--- src/rtl/pdm_cic_decim.sv ---
// PDM-to-PCM receiver: generates the PDM bit clock, samples the 1-bit stream
// once per bit and decimates it through a STAGES-order CIC filter (ratio
// 2^DECIM_LOG2). The output is unsigned offset-binary by default; define
// PDM_SIGNED_OUT_EN for a two's-complement output (MSB inverted).
module pdm_cic_decim #(
    parameter int STAGES     = 4,
    parameter int DECIM_LOG2 = 4,
    parameter int CLK_DIV    = 4,
    parameter int OUT_W      = 8
) (
    input  logic             clk,
    input  logic             reset,
    input  logic             en,
    output logic             pdm_clk,
    input  logic             pdm_in,
    output logic [OUT_W-1:0] dout,
    output logic             dout_valid
);

    localparam int W     = STAGES * DECIM_LOG2 + 1;
    localparam int PH_W  = $clog2(CLK_DIV);
    localparam int SHIFT = W - 1 - OUT_W;

    localparam logic [PH_W-1:0] PH_LAST = PH_W'(CLK_DIV - 1);
    localparam logic [PH_W-1:0] PH_HALF = PH_W'(CLK_DIV / 2);
    localparam logic [W-1:0]    Y_MAX   = {1'b0, {(W-1){1'b1}}};

    logic [PH_W-1:0]       ph;
    logic [DECIM_LOG2-1:0] dc;
    logic                  strobe;
    logic                  decim;

    logic [W-1:0]      integ  [STAGES];
    logic [W-1:0]      data_p [STAGES];
    logic [W-1:0]      dly    [STAGES];
    logic [W-1:0]      diff   [STAGES];
    logic [STAGES-1:0] vld_p;

    // Clamp the single full-scale code R^N, drop to OUT_W bits, optionally
    // convert to two's complement.
    function automatic logic [OUT_W-1:0] sat_fmt(input logic [W-1:0] y);
        logic [W-1:0]     ys;
        logic [OUT_W-1:0] r;
        ys = (y > Y_MAX) ? Y_MAX : y;
        r  = OUT_W'(ys >> SHIFT);
`ifdef PDM_SIGNED_OUT_EN
        r[OUT_W-1] = ~r[OUT_W-1];
`endif
        return r;
    endfunction

    assign pdm_clk = en && (ph >= PH_HALF);
    assign strobe  = en && (ph == PH_LAST);
    assign decim   = strobe && (dc == '1);

    // Bit-clock phase counter; parked at 0 while disabled so a restart begins a fresh bit.
    always_ff @(posedge clk or posedge reset) begin
        if (reset) begin
            ph <= '0;
        end else if (!en || ph == PH_LAST) begin
            ph <= '0;
        end else begin
            ph <= ph + PH_W'(1);
        end
    end

    // Integrator cascade and decimation counter, advancing once per PDM bit.
    // Integrators wrap modulo 2^W by design; the combs undo the wrap.
    always_ff @(posedge clk or posedge reset) begin
        if (reset) begin
            dc <= '0;
            for (int k = 0; k < STAGES; k++) integ[k] <= '0;
        end else if (!en) begin
            dc <= '0;
            for (int k = 0; k < STAGES; k++) integ[k] <= '0;
        end else if (strobe) begin
            dc       <= dc + DECIM_LOG2'(1);
            integ[0] <= integ[0] + W'(pdm_in);
            for (int k = 1; k < STAGES; k++) integ[k] <= integ[k] + integ[k-1];
        end
    end

    // Comb differences for every stage of the pipeline.
    always_comb begin
        for (int k = 0; k < STAGES; k++) diff[k] = data_p[k] - dly[k];
    end

    // Comb pipeline, one stage per clk; the last stage feeds the output register.
    always_ff @(posedge clk or posedge reset) begin
        if (reset) begin
            vld_p      <= '0;
            dout       <= '0;
            dout_valid <= 1'b0;
            for (int k = 0; k < STAGES; k++) begin
                data_p[k] <= '0;
                dly[k]    <= '0;
            end
        end else if (!en) begin
            // Anything in flight is discarded; dout keeps its last sample.
            vld_p      <= '0;
            dout_valid <= 1'b0;
            for (int k = 0; k < STAGES; k++) begin
                data_p[k] <= '0;
                dly[k]    <= '0;
            end
        end else begin
            // p0: latch the decimated integrator output
            vld_p[0] <= decim;
            if (decim) data_p[0] <= integ[STAGES-1];
            // p1..pN-1: comb stages, each touched only by its own sample
            for (int k = 0; k < STAGES; k++) begin
                if (vld_p[k]) dly[k] <= data_p[k];
            end
            for (int k = 1; k < STAGES; k++) begin
                vld_p[k] <= vld_p[k-1];
                if (vld_p[k-1]) data_p[k] <= diff[k-1];
            end
            // pN: final comb, saturate and register the output
            dout_valid <= vld_p[STAGES-1];
            if (vld_p[STAGES-1]) dout <= sat_fmt(diff[STAGES-1]);
        end
    end

endmodule

--- config.mk ---
export PLATFORM = sky130hd
export DESIGN_NAME = pdm_cic_decim
export DESIGN_NICKNAME = d
export VERILOG_FILES = /design/src/rtl/pdm_cic_decim.sv
export SDC_FILE = /design/constraint.sdc
export NUM_CORES = 1
export LEC_CHECK = 0
export CAP_MARGIN = 30
export CORE_UTILIZATION = 55
export CTS_CLUSTER_DIAMETER = 60
export DETAILED_ROUTE_END_ITERATION = 7
export GPL_ROUTABILITY_DRIVEN = 0
export PLACE_DENSITY = 0.74
export SLEW_MARGIN = 20
export SYNTH_ARGS = -nofsm -noshare
export SYNTH_HDL_FRONTEND = slang
export SYNTH_SLANG_ARGS = --single-unit
--- constraint.sdc ---
create_clock -name clk -period 6.69 [get_ports clk]
set_input_delay 0.669 -clock clk [delete_from_list [all_inputs] [get_ports clk]]
set_output_delay 0.669 -clock clk [all_outputs]
set_load 0.02 [all_outputs]
# Yosys cells after proc, flatten, opt, wreduce, memory -nomap -nowiden
# Cells that the tools add are included.
[word_totals]
register_bits = 223
latchBits = 0
ramBits = 0
romBits = 0
inputBits = 4
output_inout_bits = 10
word_cells = 61
mem_count = 0
[classes]
add_sub_neg = 10
n_mul = 0
div = 0
order_cmp = 2
eq_ne = 8
shifts = 0
n_mux = 18
bitwise_logic = 0
n_reduce_logical = 6
[op_table]
columns = ["operator", "n"]
rows = [
  ["two-way mux 68 bit", 4],
  ["two-way mux 17 bit", 8],
  ["subtractor 17 bit", 4],
  ["adder 17 bit", 3],
  ["adder 17 x 1 -> 17 bit", 1],
  ["greater-than comparator 17 x 16 -> 1 bit, second input constant", 1],
  ["two-way mux 16 bit", 1],
  ["two-way mux 4 bit", 3],
  ["!= test 2 x 1 -> 1 bit, second input constant", 6],
  ["adder 4 x 1 -> 4 bit, second input constant", 1],
  ["== test 4 bit, second input constant", 1],
  ["logical AND 1 bit", 3],
  ["adder 2 x 1 -> 2 bit, second input constant", 1],
  ["== test 2 bit, second input constant", 1],
  [">= comparator 2 bit, second input constant", 1],
  ["two-way mux 2 bit", 1],
  ["AND reduction 2 bit", 1],
  ["logical NOT 1 bit", 1],
  ["logical OR 1 bit", 1],
  ["two-way mux 1 bit", 1],
]

# Depth between registers and ports, before layout
[depth]
depth_word = 5
depth_mapped = 11
mapped_depth_nobuf = 11

# Worst setup path before layout
# OpenSTA, ideal clock, no wires.
[synth_timing]
kind = "register to register"
from = "reg data_p[51] (netlist name)"
to = "reg data_p[46] (netlist name)"
setup_time_ns = 0.138
arrival_time_ns = 2.471
t_required_ns = 6.552
setup_slack_ns = 4.082
stages_incl_launch_ff = 11
path_buffers = 0
cell_sequence = "dfrtp_1 -> inv_1 -> ha_1 -> inv_1 -> fa_1 -> a211o_1 -> a2111oi_2 -> nor3_1 -> o41a_1 -> o31ai_1 -> o22ai_1"
[synth_between]
elab_chain_cells = 3
[synth_lines]
columns = ["element", "line", "rtl"]
rows = [
  ["start: declaration", "34", "logic [W-1:0] data_p [STAGES];"],
  ["start signal: indexed assignment", "116", "if (vld_p[k-1]) data_p[k] <= diff[k-1];"],
  ["subtractor 17 bit", "85", "for (int k = 0; k < STAGES; k++) diff[k] = data_p[k] - dly[k];"],
  ["two-way mux 17 bit", "116", ""],
  ["two-way mux 68 bit", "98", "end else if (!en) begin"],
]
# No other way between the ends. The select of a mux whose other input is x is not followed.
# A chain may end at the register's enable or synchronous reset.

# Worst setup path after layout
[layout_timing]
from = "reg integ[34] (netlist name)"
to = "reg integ[46] (netlist name)"
[layout_between]
elab_chain_cells = 3
[layout_lines]
columns = ["element", "line", "rtl"]
rows = [
  ["start: declaration", "33", "logic [W-1:0] integ [STAGES];"],
  ["adder 17 bit", "79", "for (int k = 1; k < STAGES; k++) integ[k] <= integ[k] + integ[k-1];"],
  ["two-way mux 68 bit", "76", "end else if (strobe) begin"],
  ["two-way mux 68 bit", "73", "end else if (!en) begin"],
]
# No other way between the ends. The select of a mux whose other input is x is not followed.

==> impl_metrics.tcl <==
set metrics [dict create \
    run_status "complete, no violations" \
    cts.reportedPaths.clkPinSlew_ns 0.06 \
    synth_top_cell_area_share_pct 38.80 \
    buffer_ports.inserted 13 \
    route.final.wire_length_mm 30.32 \
    syn-cell-area_sq_um 14380 \
    critical_path.slowest_cell "sky130_fd_sc_hd__a2111oi_1" \
    maxSlewHeadroom_pct 36.11 \
    place_hpwl_mm 20.62 \
    timing.critical_path.to_type "flip-flop" \
    critical_path_buffer_and_inverter_count 0 \
    route.detailed.drc 0 \
    syn-mean-instance-area_sq_um 9.185 \
    vias_per_cell 5.832 \
    timing_worst_setup_path_type "reg2reg" \
    routed_wire_length_per_instance_um 15.88 \
    power_leakage_nw 6.992 \
    floorplan.core_area_sq_um 25400 \
    synth-main-ff-cell "sky130_fd_sc_hd__dfrtp_1" \
    sequential_cell_area_in_the_final_layout_sq_um 5584 \
    power_per_cell_area_nw_per_um2 186.9 \
    critical-path-top-cell-by-count "sky130_fd_sc_hd__a21o_1" \
    effective_utilization_at_floorplan_pct 56.63 \
    timing.final.crit_period_ns 3.010 \
    number_of_drc_markers_after_the_initial_detailed_route_iteration 787 \
    die_width_um 163.7 \
    post-route-worst-setup-slack_ns 3.680 \
    critPathArrivalTime_ns 3.43 \
    crit_required_ns 7.11 \
    synth-edff-count 0 \
    multi_input_comb_area_sq_um 8209 \
    clock_tree.buffer_depth 3 \
    crit_fanout 4 \
    numPlacedInstances 1860 \
    layout.filler_cells 2153 \
    num_antenna_cells 0 \
    synth_seq_area_share_pct 38.80 \
    yosys-top-cells-area "sky130_fd_sc_hd__dfrtp_1 39%, sky130_fd_sc_hd__ha_1 10%, sky130_fd_sc_hd__mux2i_1 8.1%" \
    cts.hold.buffers_added 0 \
    yosys_register_bits 223 \
    final.hold.worst_slack_ns 0.4390 \
    synthToLayoutAreaGrowth_pct 9.264 \
    cts_made_buffers 27 \
    drt.antenna.violating_nets 0 \
    cap_violations 0 \
    post-route-period-util_pct 44.99 \
    worst_ir_drop_on_vdd_mv 0.2228 \
    aggregate_global_routing_overflow 0 \
    yosys-top-cells-count "223 x sky130_fd_sc_hd__dfrtp_1, 211 x sky130_fd_sc_hd__nor2_1, 117 x sky130_fd_sc_hd__ha_1, 117 x sky130_fd_sc_hd__mux2i_1, 116 x sky130_fd_sc_hd__nand2_1" \
    postSynth.asyncResetShare_pct 100.0 \
    design.die.area_sq_um 26800 \
    die_height_um 163.7 \
    grt_pass1_vias 10650 \
    timing.critical_path.max_delay_family "compound AO/OA/AOI/OAI gates" \
    top_level_ports 14 \
    post_route_clock_skew_ns 0.01002 \
    cts_max_level 1 \
    min_path_type "in2async" \
    layout.core_utilization_pct 61.88 \
    total_clock_sinks 223 \
    setup_slack_after_placement_ns 3.400 \
    cts_root_buf "sky130_fd_sc_hd__clkbuf_16" \
    stdcell_count 1909 \
    fmax_ghz 0.3322 \
    clkLatencyLatePin_ns 0.53 \
    grt_max_degree 137 \
    postSynthCellCount 1566 \
    post-synth-top-count-cell "sky130_fd_sc_hd__dfrtp_1" \
    synth_compound_area_share_pct 16.55 \
    timing.final.hold_violations 0 \
    wire_length_of_the_first_global_routing_pass_mm 51.89 \
    timing_max_transition_violations_final 0 \
    yosys_warnings 0 \
    setup_failing_eps_final 0 \
    num-nets-final 1688 \
    synth.area.mux_share_pct 8.455 \
    route.vias.total 11130 \
    yosys.area.top_type "sky130_fd_sc_hd__dfrtp_1" \
    cts_tree "yes" \
    rows 58 \
    globalRouteTotalUtil_pct 23.47 \
    ratio_of_cells_with_drive_above_1_in_the_final_layout_pct 5.193 \
    initial_antenna_violation_count 0 \
    synth-simple-area-share_pct 16.49 \
    postSynthNetCount 1694 \
    cp_slowest_stage_delay_ns 0.65 \
    grt_setup_unrepaired "false" \
    synth_top_family_by_area "compound AO/OA/AOI/OAI gates" \
    detailedRoute.firstPassIterationCount 5 \
    launching_element_type_of_the_critical_path "flip-flop" \
    ctsResizeCount 0 \
    synthDistinctLibCells 75 \
    setup-tns-final_ns 0 \
    path_cells "ha_1 -> fa_1 -> a21o_1 -> a21o_1 -> a2111oi_1 -> o21ai_1 -> a21oi_1 -> nor3_1 -> a311o_1" \
    synth_fa_ha_area_share_pct 11.15 \
    worst-slew-pin-transition_ns 0.9583 \
    postCtsSetupRepairBufs 0 \
    synthXorXnorAreaFrac_pct 4.384 \
]
[registers in the layout (all words and copies together) (netlist names)]
signal	cells
data_p	68
dc	4
dly	68
dout	8
dout_valid	1
integ	68
ph	2
vld_p	4
[cell usage in the layout, fill, tap and decap left out, drive strengths merged, types with 36 or more instances in the layout]
master  count
nor2      211
a21oi      82
nand2     116
mux2i     117
ha        117
clkbuf     36
nor3       36
o21ai      77
xnor2      47
inv       102
dfrtp     223
[through the flow]
| step | instance area (sq um) | power, mW |
|---|---|---|
| 6_report | 15720 | 2.937 |
| 3_5_place_dp | 14800 | 1.500 |
| 3_3_place_gp | 14790 | 1.497 |
| 2_1_floorplan | 14390 | 1.467 |
| 5_1_grt | 15720 | 3.038 |
| 4_1_cts | 15690 | 2.966 |
[final timing paths]
check                           startpoint         to  slack (ns)  cells past startpoint
worst max-delay path             integ[34]  integ[46]        3.68                      9
worst min-delay path                 reset    dly[34]        0.44                      2
worst max register to register   integ[34]  integ[46]        3.68                      9
worst min register to register       ph[0]      ph[0]        0.47                      1
max in group asynchronous            reset  integ[53]        5.22                      3
min in group clk                     ph[0]      ph[0]        0.47                      1
[area by class of cell]
class	instances	area share, %
Inverter	101	2.452
Multi-Input combinational cell	1184	52.23
Sequential cell	223	35.53
Clock inverter	12	0.7961
Timing Repair Buffer	23	1.529
Tap cell	330	2.627
Clock buffer	36	4.832
[where the power goes]
group          leakage, nW  internal (mW)  switching, mW
sequential            3.10           1.36        0.00591
combinational         3.45         0.0285         0.0851
clock                0.436          0.874          0.587
[cells by family after synthesis]
logic type,count (synthesis)
AND/OR/NAND/NOR,511
AO/OA/AOI/OAI,356
flip-flops,223
buffers and inverters,159
adder cells (fa/ha/maj),124
multiplexers,121
XOR/XNOR,72
[routing by layer]
layer	track usage, %	vias up	part of all wire [%]
met3	2.803	39	3.1
met2	40.12	156	48
met4	4.588	0	1.6
met1	32.11	5384	47
li1	-	5554	-
met5	0	-	0
No activity file was read; power rests on OpenSTA's default activity.
